==> config.mk <==
export PLATFORM = sky130hd
export DESIGN_NAME = id_ex_stage_reg_flat
export DESIGN_NICKNAME = d
export VERILOG_FILES = /design/src/rtl/id_ex_stage_reg_if.sv /design/src/rtl/id_ex_stage_reg.sv /design/src/flat_wrapper.sv
export SDC_FILE = /design/constraint.sdc
export NUM_CORES = 1
export LEC_CHECK = 0
export CAP_MARGIN = 40
export CELL_PAD_IN_SITES_DETAIL_PLACEMENT = 1
export CELL_PAD_IN_SITES_GLOBAL_PLACEMENT = 2
export CORE_MARGIN = 8
export CORE_UTILIZATION = 35
export CTS_CLUSTER_DIAMETER = 50
export DETAILED_ROUTE_END_ITERATION = 10
export DONT_BUFFER_PORTS = 1
export GPL_ROUTABILITY_DRIVEN = 0
export PLACE_DENSITY_LB_ADDON = 0.1
export SYNTH_ARGS = -nofsm -noshare
export SYNTH_HDL_FRONTEND = slang
export SYNTH_SLANG_ARGS = --single-unit
==> constraint.sdc <==
create_clock -name clk -period 3 [get_ports clk]
set_clock_uncertainty 0.05 [all_clocks]
set_input_delay 0.75 -clock clk [delete_from_list [all_inputs] [get_ports clk]]
set_output_delay 0.75 -clock clk [all_outputs]
set_load 0.02 [all_outputs]
==> src/rtl/id_ex_stage_reg_if.sv <==
// ============================================================================
// Module      : id_ex_stage_reg_if
// Description : ID/EX pipeline register bundle: decoded ID fields in, EX-stage
//               copies, hazard stall and bubble counter out.
// Revision    : 1.0 - initial release
// ============================================================================
`default_nettype none

interface id_ex_stage_reg_if #(
    parameter int DATA_WIDTH = 32,
    parameter int ADDR_WIDTH = 5,
    parameter int CNT_WIDTH  = 16
);
    logic                  stall;
    logic                  flush;
    logic                  id_valid;
    logic [DATA_WIDTH-1:0] id_pc;
    logic [DATA_WIDTH-1:0] id_rs1_data;
    logic [DATA_WIDTH-1:0] id_rs2_data;
    logic [DATA_WIDTH-1:0] id_imm;
    logic [ADDR_WIDTH-1:0] id_rs1;
    logic [ADDR_WIDTH-1:0] id_rs2;
    logic [ADDR_WIDTH-1:0] id_rd;
    logic                  id_use_rs1;
    logic                  id_use_rs2;
    logic [2:0]            id_funct3;
    logic [6:0]            id_funct7;
    logic [1:0]            id_alu_op;
    logic [5:0]            id_ctrl;

    logic                  ex_valid;
    logic [DATA_WIDTH-1:0] ex_pc;
    logic [DATA_WIDTH-1:0] ex_rs1_data;
    logic [DATA_WIDTH-1:0] ex_rs2_data;
    logic [DATA_WIDTH-1:0] ex_imm;
    logic [ADDR_WIDTH-1:0] ex_rs1;
    logic [ADDR_WIDTH-1:0] ex_rs2;
    logic [ADDR_WIDTH-1:0] ex_rd;
    logic [2:0]            ex_funct3;
    logic [6:0]            ex_funct7;
    logic [1:0]            ex_alu_op;
    logic [5:0]            ex_ctrl;
    logic                  load_use_stall;
    logic [CNT_WIDTH-1:0]  bubble_count;

    modport master (
        output stall, flush, id_valid, id_pc, id_rs1_data, id_rs2_data, id_imm,
               id_rs1, id_rs2, id_rd, id_use_rs1, id_use_rs2, id_funct3,
               id_funct7, id_alu_op, id_ctrl,
        input  ex_valid, ex_pc, ex_rs1_data, ex_rs2_data, ex_imm, ex_rs1,
               ex_rs2, ex_rd, ex_funct3, ex_funct7, ex_alu_op, ex_ctrl,
               load_use_stall, bubble_count
    );

    modport slave (
        input  stall, flush, id_valid, id_pc, id_rs1_data, id_rs2_data, id_imm,
               id_rs1, id_rs2, id_rd, id_use_rs1, id_use_rs2, id_funct3,
               id_funct7, id_alu_op, id_ctrl,
        output ex_valid, ex_pc, ex_rs1_data, ex_rs2_data, ex_imm, ex_rs1,
               ex_rs2, ex_rd, ex_funct3, ex_funct7, ex_alu_op, ex_ctrl,
               load_use_stall, bubble_count
    );
endinterface

`default_nettype wire

==> src/rtl/id_ex_stage_reg.sv <==
// ============================================================================
// Module      : id_ex_stage_reg
// Description : RV32I decode-to-execute pipeline register with load-use hazard
//               detection, bubble insertion, stall/flush and bubble counter.
// Revision    : 1.0 - initial release
// ============================================================================
`default_nettype none

module id_ex_stage_reg #(
    parameter int DATA_WIDTH = 32,
    parameter int ADDR_WIDTH = 5,
    parameter int CNT_WIDTH  = 16
) (
    input  wire logic            clk,
    input  wire logic            rst_n,
    id_ex_stage_reg_if.slave     bus
);
    localparam int c_MEM_READ_BIT = 4;

    logic                  r_valid;
    logic [DATA_WIDTH-1:0] r_pc;
    logic [DATA_WIDTH-1:0] r_rs1_data;
    logic [DATA_WIDTH-1:0] r_rs2_data;
    logic [DATA_WIDTH-1:0] r_imm;
    logic [ADDR_WIDTH-1:0] r_rs1;
    logic [ADDR_WIDTH-1:0] r_rs2;
    logic [ADDR_WIDTH-1:0] r_rd;
    logic [2:0]            r_funct3;
    logic [6:0]            r_funct7;
    logic [1:0]            r_alu_op;
    logic [5:0]            r_ctrl;
    logic [CNT_WIDTH-1:0]  r_bubble_count;

    logic w_hz;
    logic w_bubble;
    logic w_rs1_hit;
    logic w_rs2_hit;

    // A load in EX whose destination is read by ID cannot forward in time.
    assign w_rs1_hit = bus.id_use_rs1 && (bus.id_rs1 == r_rd);
    assign w_rs2_hit = bus.id_use_rs2 && (bus.id_rs2 == r_rd);
    assign w_hz      = r_valid && r_ctrl[c_MEM_READ_BIT] && (r_rd != '0) &&
                       bus.id_valid && (w_rs1_hit || w_rs2_hit);

    // Flush beats stall; a hazard only inserts a bubble when not stalled.
    assign w_bubble  = bus.flush || (!bus.stall && w_hz);

    always_ff @(posedge clk) begin
        if (!rst_n || w_bubble) begin
            r_valid    <= 1'b0;
            r_pc       <= '0;
            r_rs1_data <= '0;
            r_rs2_data <= '0;
            r_imm      <= '0;
            r_rs1      <= '0;
            r_rs2      <= '0;
            r_rd       <= '0;
            r_funct3   <= '0;
            r_funct7   <= '0;
            r_alu_op   <= '0;
            r_ctrl     <= '0;
        end else if (!bus.stall) begin
            r_valid    <= bus.id_valid;
            r_pc       <= bus.id_pc;
            r_rs1_data <= bus.id_rs1_data;
            r_rs2_data <= bus.id_rs2_data;
            r_imm      <= bus.id_imm;
            r_rs1      <= bus.id_rs1;
            r_rs2      <= bus.id_rs2;
            r_rd       <= bus.id_rd;
            r_funct3   <= bus.id_funct3;
            r_funct7   <= bus.id_funct7;
            r_alu_op   <= bus.id_alu_op;
            r_ctrl     <= bus.id_valid ? bus.id_ctrl : 6'b0;
        end
    end

    always_ff @(posedge clk) begin
        if (!rst_n) begin
            r_bubble_count <= '0;
        end else if (w_bubble && (r_bubble_count != '1)) begin
            r_bubble_count <= r_bubble_count + CNT_WIDTH'(1);
        end
    end

    assign bus.ex_valid       = r_valid;
    assign bus.ex_pc          = r_pc;
    assign bus.ex_rs1_data    = r_rs1_data;
    assign bus.ex_rs2_data    = r_rs2_data;
    assign bus.ex_imm         = r_imm;
    assign bus.ex_rs1         = r_rs1;
    assign bus.ex_rs2         = r_rs2;
    assign bus.ex_rd          = r_rd;
    assign bus.ex_funct3      = r_funct3;
    assign bus.ex_funct7      = r_funct7;
    assign bus.ex_alu_op      = r_alu_op;
    assign bus.ex_ctrl        = r_ctrl;
    assign bus.load_use_stall = w_hz && !bus.flush && !bus.stall;
    assign bus.bubble_count   = r_bubble_count;

endmodule

`default_nettype wire

==> src/flat_wrapper.sv <==
// flat-port wrapper written by rule: the top's interface ports become plain ports
module id_ex_stage_reg_flat 
#(
    parameter int DATA_WIDTH = 32,
    parameter int ADDR_WIDTH = 5,
    parameter int CNT_WIDTH  = 16
)
  (clk, rst_n, bus_stall, bus_flush, bus_id_valid, bus_id_pc, bus_id_rs1_data, bus_id_rs2_data, bus_id_imm, bus_id_rs1, bus_id_rs2, bus_id_rd, bus_id_use_rs1, bus_id_use_rs2, bus_id_funct3, bus_id_funct7, bus_id_alu_op, bus_id_ctrl, bus_ex_valid, bus_ex_pc, bus_ex_rs1_data, bus_ex_rs2_data, bus_ex_imm, bus_ex_rs1, bus_ex_rs2, bus_ex_rd, bus_ex_funct3, bus_ex_funct7, bus_ex_alu_op, bus_ex_ctrl, bus_load_use_stall, bus_bubble_count);
  id_ex_stage_reg_if #(.DATA_WIDTH(DATA_WIDTH), .ADDR_WIDTH(ADDR_WIDTH), .CNT_WIDTH(CNT_WIDTH)) bus_i ();
  input  wire logic clk;
  input  wire logic rst_n;
  input wire logic [$bits(bus_i.stall)-1:0] bus_stall;
  input wire logic [$bits(bus_i.flush)-1:0] bus_flush;
  input wire logic [$bits(bus_i.id_valid)-1:0] bus_id_valid;
  input wire logic [$bits(bus_i.id_pc)-1:0] bus_id_pc;
  input wire logic [$bits(bus_i.id_rs1_data)-1:0] bus_id_rs1_data;
  input wire logic [$bits(bus_i.id_rs2_data)-1:0] bus_id_rs2_data;
  input wire logic [$bits(bus_i.id_imm)-1:0] bus_id_imm;
  input wire logic [$bits(bus_i.id_rs1)-1:0] bus_id_rs1;
  input wire logic [$bits(bus_i.id_rs2)-1:0] bus_id_rs2;
  input wire logic [$bits(bus_i.id_rd)-1:0] bus_id_rd;
  input wire logic [$bits(bus_i.id_use_rs1)-1:0] bus_id_use_rs1;
  input wire logic [$bits(bus_i.id_use_rs2)-1:0] bus_id_use_rs2;
  input wire logic [$bits(bus_i.id_funct3)-1:0] bus_id_funct3;
  input wire logic [$bits(bus_i.id_funct7)-1:0] bus_id_funct7;
  input wire logic [$bits(bus_i.id_alu_op)-1:0] bus_id_alu_op;
  input wire logic [$bits(bus_i.id_ctrl)-1:0] bus_id_ctrl;
  output wire logic [$bits(bus_i.ex_valid)-1:0] bus_ex_valid;
  output wire logic [$bits(bus_i.ex_pc)-1:0] bus_ex_pc;
  output wire logic [$bits(bus_i.ex_rs1_data)-1:0] bus_ex_rs1_data;
  output wire logic [$bits(bus_i.ex_rs2_data)-1:0] bus_ex_rs2_data;
  output wire logic [$bits(bus_i.ex_imm)-1:0] bus_ex_imm;
  output wire logic [$bits(bus_i.ex_rs1)-1:0] bus_ex_rs1;
  output wire logic [$bits(bus_i.ex_rs2)-1:0] bus_ex_rs2;
  output wire logic [$bits(bus_i.ex_rd)-1:0] bus_ex_rd;
  output wire logic [$bits(bus_i.ex_funct3)-1:0] bus_ex_funct3;
  output wire logic [$bits(bus_i.ex_funct7)-1:0] bus_ex_funct7;
  output wire logic [$bits(bus_i.ex_alu_op)-1:0] bus_ex_alu_op;
  output wire logic [$bits(bus_i.ex_ctrl)-1:0] bus_ex_ctrl;
  output wire logic [$bits(bus_i.load_use_stall)-1:0] bus_load_use_stall;
  output wire logic [$bits(bus_i.bubble_count)-1:0] bus_bubble_count;
  assign bus_i.stall = bus_stall;
  assign bus_i.flush = bus_flush;
  assign bus_i.id_valid = bus_id_valid;
  assign bus_i.id_pc = bus_id_pc;
  assign bus_i.id_rs1_data = bus_id_rs1_data;
  assign bus_i.id_rs2_data = bus_id_rs2_data;
  assign bus_i.id_imm = bus_id_imm;
  assign bus_i.id_rs1 = bus_id_rs1;
  assign bus_i.id_rs2 = bus_id_rs2;
  assign bus_i.id_rd = bus_id_rd;
  assign bus_i.id_use_rs1 = bus_id_use_rs1;
  assign bus_i.id_use_rs2 = bus_id_use_rs2;
  assign bus_i.id_funct3 = bus_id_funct3;
  assign bus_i.id_funct7 = bus_id_funct7;
  assign bus_i.id_alu_op = bus_id_alu_op;
  assign bus_i.id_ctrl = bus_id_ctrl;
  assign bus_ex_valid = bus_i.ex_valid;
  assign bus_ex_pc = bus_i.ex_pc;
  assign bus_ex_rs1_data = bus_i.ex_rs1_data;
  assign bus_ex_rs2_data = bus_i.ex_rs2_data;
  assign bus_ex_imm = bus_i.ex_imm;
  assign bus_ex_rs1 = bus_i.ex_rs1;
  assign bus_ex_rs2 = bus_i.ex_rs2;
  assign bus_ex_rd = bus_i.ex_rd;
  assign bus_ex_funct3 = bus_i.ex_funct3;
  assign bus_ex_funct7 = bus_i.ex_funct7;
  assign bus_ex_alu_op = bus_i.ex_alu_op;
  assign bus_ex_ctrl = bus_i.ex_ctrl;
  assign bus_load_use_stall = bus_i.load_use_stall;
  assign bus_bubble_count = bus_i.bubble_count;
  id_ex_stage_reg #(.DATA_WIDTH(DATA_WIDTH), .ADDR_WIDTH(ADDR_WIDTH), .CNT_WIDTH(CNT_WIDTH)) u_core (.clk(clk), .rst_n(rst_n), .bus(bus_i));
endmodule
==> reports/metrics.cfg, run 1 <==
[outcome]
status=finished clean

[sta]
slew_violations=0
setup_ws_ns=0.163
setup_viol=0
finalSetupTns_ns=0
rsz0062_at_grt=false
worstMarginPinSlew_ns=0.815
relSlewSlack_pct=45.6
fmax_ghz=0.352
post-route-period-util_pct=94.6
hold_viol=0
period_needed_ns=2.84

[clocking]
ctsHtreeMaxLevel=4
cts_buffers=17
cts_tree=done
cts_resized=0
cts.clk_slew.worst_paths_ns=0.07
cts.sinks=178
ctsLongestPathBuffers=2
cts_setup_buffers=0
cts_root_buf=clkbuf_16
cts_hold_buf=0
insertion_delay_ns=0.42

[die]
die_w_um=153
io-pin-count=347
dieArea_um2=23500
die_h_um=153
row_count=50
start_util_pct=35.5
coreArea_um2=18600

[logic_synthesis]
async_flop_share_pct=0
ys.flop_type=dfxtp_1
ys_seq_elements=178
yosysWarnings=0
ys_seq_area_share_pct=54.0
synth_top_cell_by_area=dfxtp_1
yosysUniqueCellTypes=34
syn_nets=817
synth_commonest_cells=178 x dfxtp_1, 168 x nor2_1, 160 x mux2i_1, 29 x clkbuf_1, 16 x nand2_1
syn_area_um2=6600
syn_area_per_cell_um2=10.2
synth_edf_count=0
synth_most_common_cell=dfxtp_1
synth_cells=648
synth_area_leaders=dfxtp_1 54%, mux2i_1 24%, nor2_1 9.6%, clkbuf_1 1.7%, xnor2_1 1.5%
yosysTopAreaCellShare_pct=54.0

[power]
ir_drop_uv=367
p_seq_share_pct=50.5
combPwrFrac_pct=4.8
p_int_uw=3890
p_sw_uw=1230
leakagePower_uw=0.00317
switching_share_pct=24.0
clockPowerShare_pct=44.7
powerDensity_nw_per_um2=684

[finish]
multiInputGateArea_um2=2850
diodes=0
drive_above_1_share_pct=7.48
fin_util_pct=40.3
fillerInstances=2048
seqCellArea_um2=3560
syn2layout_area_growth_pct=13.5
finalNetCount=813
finalInstanceArea_um2=7490

[worst_setup_path]
cp_slowest_stage_delay_ns=0.60
crit_chain=xnor2_1 -> nand4_1 -> o22ai_1 -> nand2_1 -> nor2_1 -> buf_4
start_kind=flip-flop
path_buf_inv=1
worst-path-max-fanout=5
worst_ep_arrival_time_ns=2.04
crit_type=flip-flop to primary output
cp_slowest_cell=dfxtp_1
crit_family=flip-flops
crit_required_ns=2.20
critPathCaptureType=primary output

[grt]
grt_first_pass_wirelength_um=31100
antenna_found_initial=0
grt_max_degree=165
track_usage_pct=17.1
grt_pass1_vias=4949
grt_overflow_total=0

[route]
avgViaCountPerCell=5.19
dr.pass1.iters=4
final_antenna_net_count=0
num_vias=4610
wl_um=20600
drt_iter0_drc=149
drc=0
wl_per_cell_um=23.1

[worst_hold_path]
min_path_type=primary input to flip-flop

[flow_run]
maxCapViolations=0

[placed_design]
dpl_worst_slack_ns=0.410
portBuffers=0
dp_hpwl_um=15600
postPlaceCellArea_um2=6890

[metal layers]
metal  wire (um)  part of all wire [%]  track usage (%)
met1        6850                    33             15.6
met2       10700                    52             30.7
met3        2790                    14             11.2
met4         277                   1.3             5.00
met5           0                     0                0
[logic make-up after synthesis]
| kind of cell | count (synthesis) | synth area share (%) |
|---|---|---|
| XOR/XNOR | 11 | 1.46 |
| AND/OR/NAND/NOR | 223 | 14.3 |
| buffers and inverters | 45 | 2.83 |
| multiplexers | 160 | 24.3 |
| adder cells (fa/ha/maj) | 1 | 0.190 |
| AO/OA/AOI/OAI | 30 | 2.90 |
| flip-flops | 178 | 54.0 |
[state kept, by name (all words and copies together), names as in the netlist]
| signal | cells |
|---|---|
| u_core.bus.ex_funct7 | 7 |
| u_core.bus.ex_rs1_data | 32 |
| u_core.bus.ex_ctrl | 6 |
| u_core.bus.ex_pc | 32 |
| u_core.bus.bubble_count | 16 |
| u_core.bus.ex_rd | 5 |
| u_core.bus.ex_alu_op | 2 |
| u_core.bus.ex_rs2_data | 32 |
| u_core.bus.ex_funct3 | 3 |
| u_core.bus.ex_imm | 32 |
| u_core.bus.ex_rs2 | 5 |
| u_core.bus.ex_rs1 | 5 |
| u_core.bus.ex_valid | 1 |
[power by group through the flow]
stage / combinational (uW) / clock, uW / sequential [uW]
final: 248 / 2290 / 2580
after global placement: 238 / 0 / 2640
after CTS: 253 / 2360 / 2590
after floorplan: 251 / 0 / 2620
after global routing: 277 / 2470 / 2590
after detailed placement: 253 / 0 / 2640
[placed cells by master (no fill, tap or decap), types with 4 or more instances in the layout]
master and instances:
a21oi_1 10, clkbuf_16 17, nand3_1 9, dfxtp_1 178, inv_6 4, o21ai_0 4, buf_4 12, xnor2_1 11
a22oi_1 6, mux2i_1 160, nand2b_1 5, nand4_1 7, nand2_1 15, inv_1 6, nor2_1 168
[through the flow]
step,power [uW],std cells,hold WS (ns)
final,5120,889,0.402
after global routing,5340,889,0.370
after CTS,5200,889,0.380
after detailed placement,2890,859,0.540
after global placement,2880,858,0.517
after floorplan,2870,648,0.507
[cell type report]
cell class,count,area share [%]
timing repair buffer,15,2.01
multi-input combinational,425,38.1
clock buffer,17,5.68
tap,234,3.91
inverter,7,0.351
clock inverter,13,2.32
sequential,178,47.6
[path summary, 6_finish.rpt]
path / from / to / slack (ns) / depth (start not counted)
min reg2reg: u_core.bus.bubble_count[1] / u_core.bus.bubble_count[1] / 0.55 / 3
max: u_core.bus.ex_rd[4] / bus_load_use_stall / 0.16 / 6
max reg2reg: u_core.bus.bubble_count[14] / u_core.bus.bubble_count[2] / 0.55 / 6
min: rst_n / u_core.bus.bubble_count[2] / 0.40 / 1
(Power assumes the default switching activity.)
==> inputs of run 2 (changes only) <==
==> constraint.sdc (replaced) <==
create_clock -name clk -period 3.2 [get_ports clk]
set_clock_uncertainty 0.05 [all_clocks]
set_input_delay 0.8 -clock clk [delete_from_list [all_inputs] [get_ports clk]]
set_output_delay 0.8 -clock clk [all_outputs]
set_load 0.02 [all_outputs]
==> reports/metrics.cfg, run 2 (synthesis results as in run 1) <==
[sta]
finalSetupTns_ns=0  ; unchanged
slew_violations=0  ; unchanged
period_needed_ns=2.93
setup_viol=0  ; unchanged
post-route-period-util_pct=91.7
relSlewSlack_pct=51.6  ; was 45.6%
hold_viol=0  ; unchanged
fmax_ghz=0.341
rsz0062_at_grt=false  ; unchanged
worstMarginPinSlew_ns=0.725  ; was 0.815 ns

[placed_design]
portBuffers=0  ; unchanged
dp_cells=853  ; was 859
dp_hpwl_um=15500  ; was 15600 um

[flow_run]
maxCapViolations=0  ; unchanged

[clocking]
insertion_delay_ns=0.42  ; about the same
cts_buffers=17  ; unchanged
cts_tree=done  ; unchanged
ctsHtreeMaxLevel=4  ; unchanged
cts.clk_slew.worst_paths_ns=0.07  ; about the same
ctsLongestPathBuffers=2  ; unchanged
cts_root_buf=clkbuf_16  ; unchanged
cts.sinks=178  ; unchanged
cts_resized=0  ; unchanged
cts_setup_buffers=0  ; unchanged
cts_hold_buf=0  ; unchanged

[route]
dr.pass1.iters=4  ; unchanged
num_vias=4589  ; was 4610
wl_per_cell_um=23.2  ; was 23.1 um
wl_um=20500  ; was 20600 um
final_antenna_net_count=0  ; unchanged
avgViaCountPerCell=5.19  ; about the same
drt_iter0_drc=180  ; was 149
drc=0  ; unchanged

[grt]
antenna_found_initial=0  ; unchanged
track_usage_pct=17.0  ; was 17.1%
grt_first_pass_wirelength_um=30700  ; was 31100 um
grt_pass1_vias=4930  ; was 4949
grt_overflow_total=0  ; unchanged
grt_max_degree=165  ; unchanged

[die]
die_w_um=153  ; unchanged
dieArea_um2=23500  ; unchanged
row_count=50  ; unchanged
start_util_pct=35.5  ; unchanged
coreArea_um2=18600  ; unchanged
die_h_um=153  ; unchanged
io-pin-count=347  ; unchanged

[finish]
diodes=0  ; unchanged
final_cells=885  ; was 889
drive_above_1_share_pct=6.76  ; was 7.48%
finalNetCount=807  ; was 813
layout_common_cells=178 x dfxtp_1, 168 x nor2_1, 160 x mux2i_1, 17 x clkbuf_16, 15 x nand2_1  ; unchanged
layout_commonest_cell=dfxtp_1  ; unchanged
syn2layout_area_growth_pct=12.4  ; was 13.5%
fillerInstances=2056  ; was 2048

[power]
switching_share_pct=24.8  ; was 24.0%
p_int_uw=3580  ; was 3890 uW
powerDensity_nw_per_um2=642  ; was 684 nW/um^2
p_seq_share_pct=50.9  ; was 50.5%
combPwrFrac_pct=4.8  ; about the same
ir_drop_uv=325  ; was 367 uV
leakagePower_uw=0.00312  ; was 0.00317 uW
p_sw_uw=1180  ; was 1230 uW
clockPowerShare_pct=44.4  ; was 44.7%

[worst_setup_path]
endpoint=bus_load_use_stall  ; unchanged
worst-path-max-fanout=5  ; unchanged
crit_type=flip-flop to primary output  ; unchanged
crit_required_ns=2.35  ; was 2.20 ns
cp-startpoint=u_core.bus.ex_rd[1]  ; was u_core.bus.ex_rd[4]
worst_ep_arrival_time_ns=2.08  ; was 2.04 ns
start_kind=flip-flop  ; unchanged
r2r_start=u_core.bus.ex_rd[1]  ; was u_core.bus.bubble_count[14]
ff2ff_path_depth=7  ; was 6
critPathCaptureType=primary output  ; unchanged
r2r_end=u_core.bus.bubble_count[15]  ; was u_core.bus.bubble_count[2]
reg2reg_slack_ns=0.71  ; was 0.55 ns

[outcome]
status=finished clean  ; unchanged

[worst_hold_path]
min_path_type=primary input to flip-flop  ; unchanged

## run 2: cell count changes in the layout (fill, tap and decap cells not counted), sizes merged
cell,previous run,this run
inv,12,13
clkinvlp,1,3
bufinv,3,2
clkbuf,17,18
clkinv,4,3
buf,15,9
## run 2: stage by stage
step | area [um^2] | hold WS [ns] | power [uW] | setup WS, ns | utilization [%]
6_report | 7410 | 0.436 | 4760 | 0.266 | 39.9
5_1_grt | 7410 | 0.414 | 4960 | 0.113 | 39.9
4_1_cts | 7410 | 0.417 | 4850 | 0.198 | 39.9
3_5_place_dp | 6820 | 0.541 | 2710 | 0.401 | 36.7
3_3_place_gp | 6810 | 0.520 | 2700 | 0.420 | 36.6
2_1_floorplan | 6600 | 0.507 | 2690 | 0.740 | -
## run 2: area by class of cell
class | instances | area [um^2] | share of cell area (%)
sequential | 178 | 3560 | 48.1
multi-input combinational | 425 | 2850 | 38.5
clock buffer | 18 | 429 | 5.79
tap | 234 | 293 | 3.95
clock inverter | 14 | 169 | 2.28
timing repair buffer | 9 | 80.1 | 1.08
inverter | 7 | 26.3 | 0.354
## run 2: worst min path at each step
stage                                 end  cells past startpoint  slack, ns                  startpoint
6_report       u_core.bus.bubble_count[2]                      1       0.44                       rst_n
5_1_grt        u_core.bus.bubble_count[2]                      1       0.41                       rst_n
4_1_cts        u_core.bus.bubble_count[2]                      1       0.42                       rst_n
3_5_place_dp   u_core.bus.bubble_count[1]                      3       0.54  u_core.bus.bubble_count[1]
3_3_place_gp   u_core.bus.bubble_count[1]                      3       0.52  u_core.bus.bubble_count[1]
2_1_floorplan         u_core.bus.ex_valid                      2       0.51         u_core.bus.ex_valid
## run 2: layer usage
metal	up-vias	routed length [um]	GRT usage, %
met5	-	0	0
met4	0	346	6.03
met3	24	2680	9.95
met2	220	10700	30.7
met1	2173	6850	15.6
li1	2172	-	-
## run 2: power groups by stage
stage               Sequential, uW  Combinational (uW)  Clock [uW]
floorplan                     2450                 235           0
global placement              2480                 220           0
detailed placement            2480                 232           0
CTS                           2430                 232        2190
global route                  2430                 254        2280
finish                        2420                 228        2110
## run 2: worst max-delay path, stage by stage, from the launching register on
cell,delay [ns]
dfxtp_1,0.57
xnor2_1,0.17
nand4_1,0.11
o22ai_1,0.34
nand2_1,0.10
nor2_1,0.36
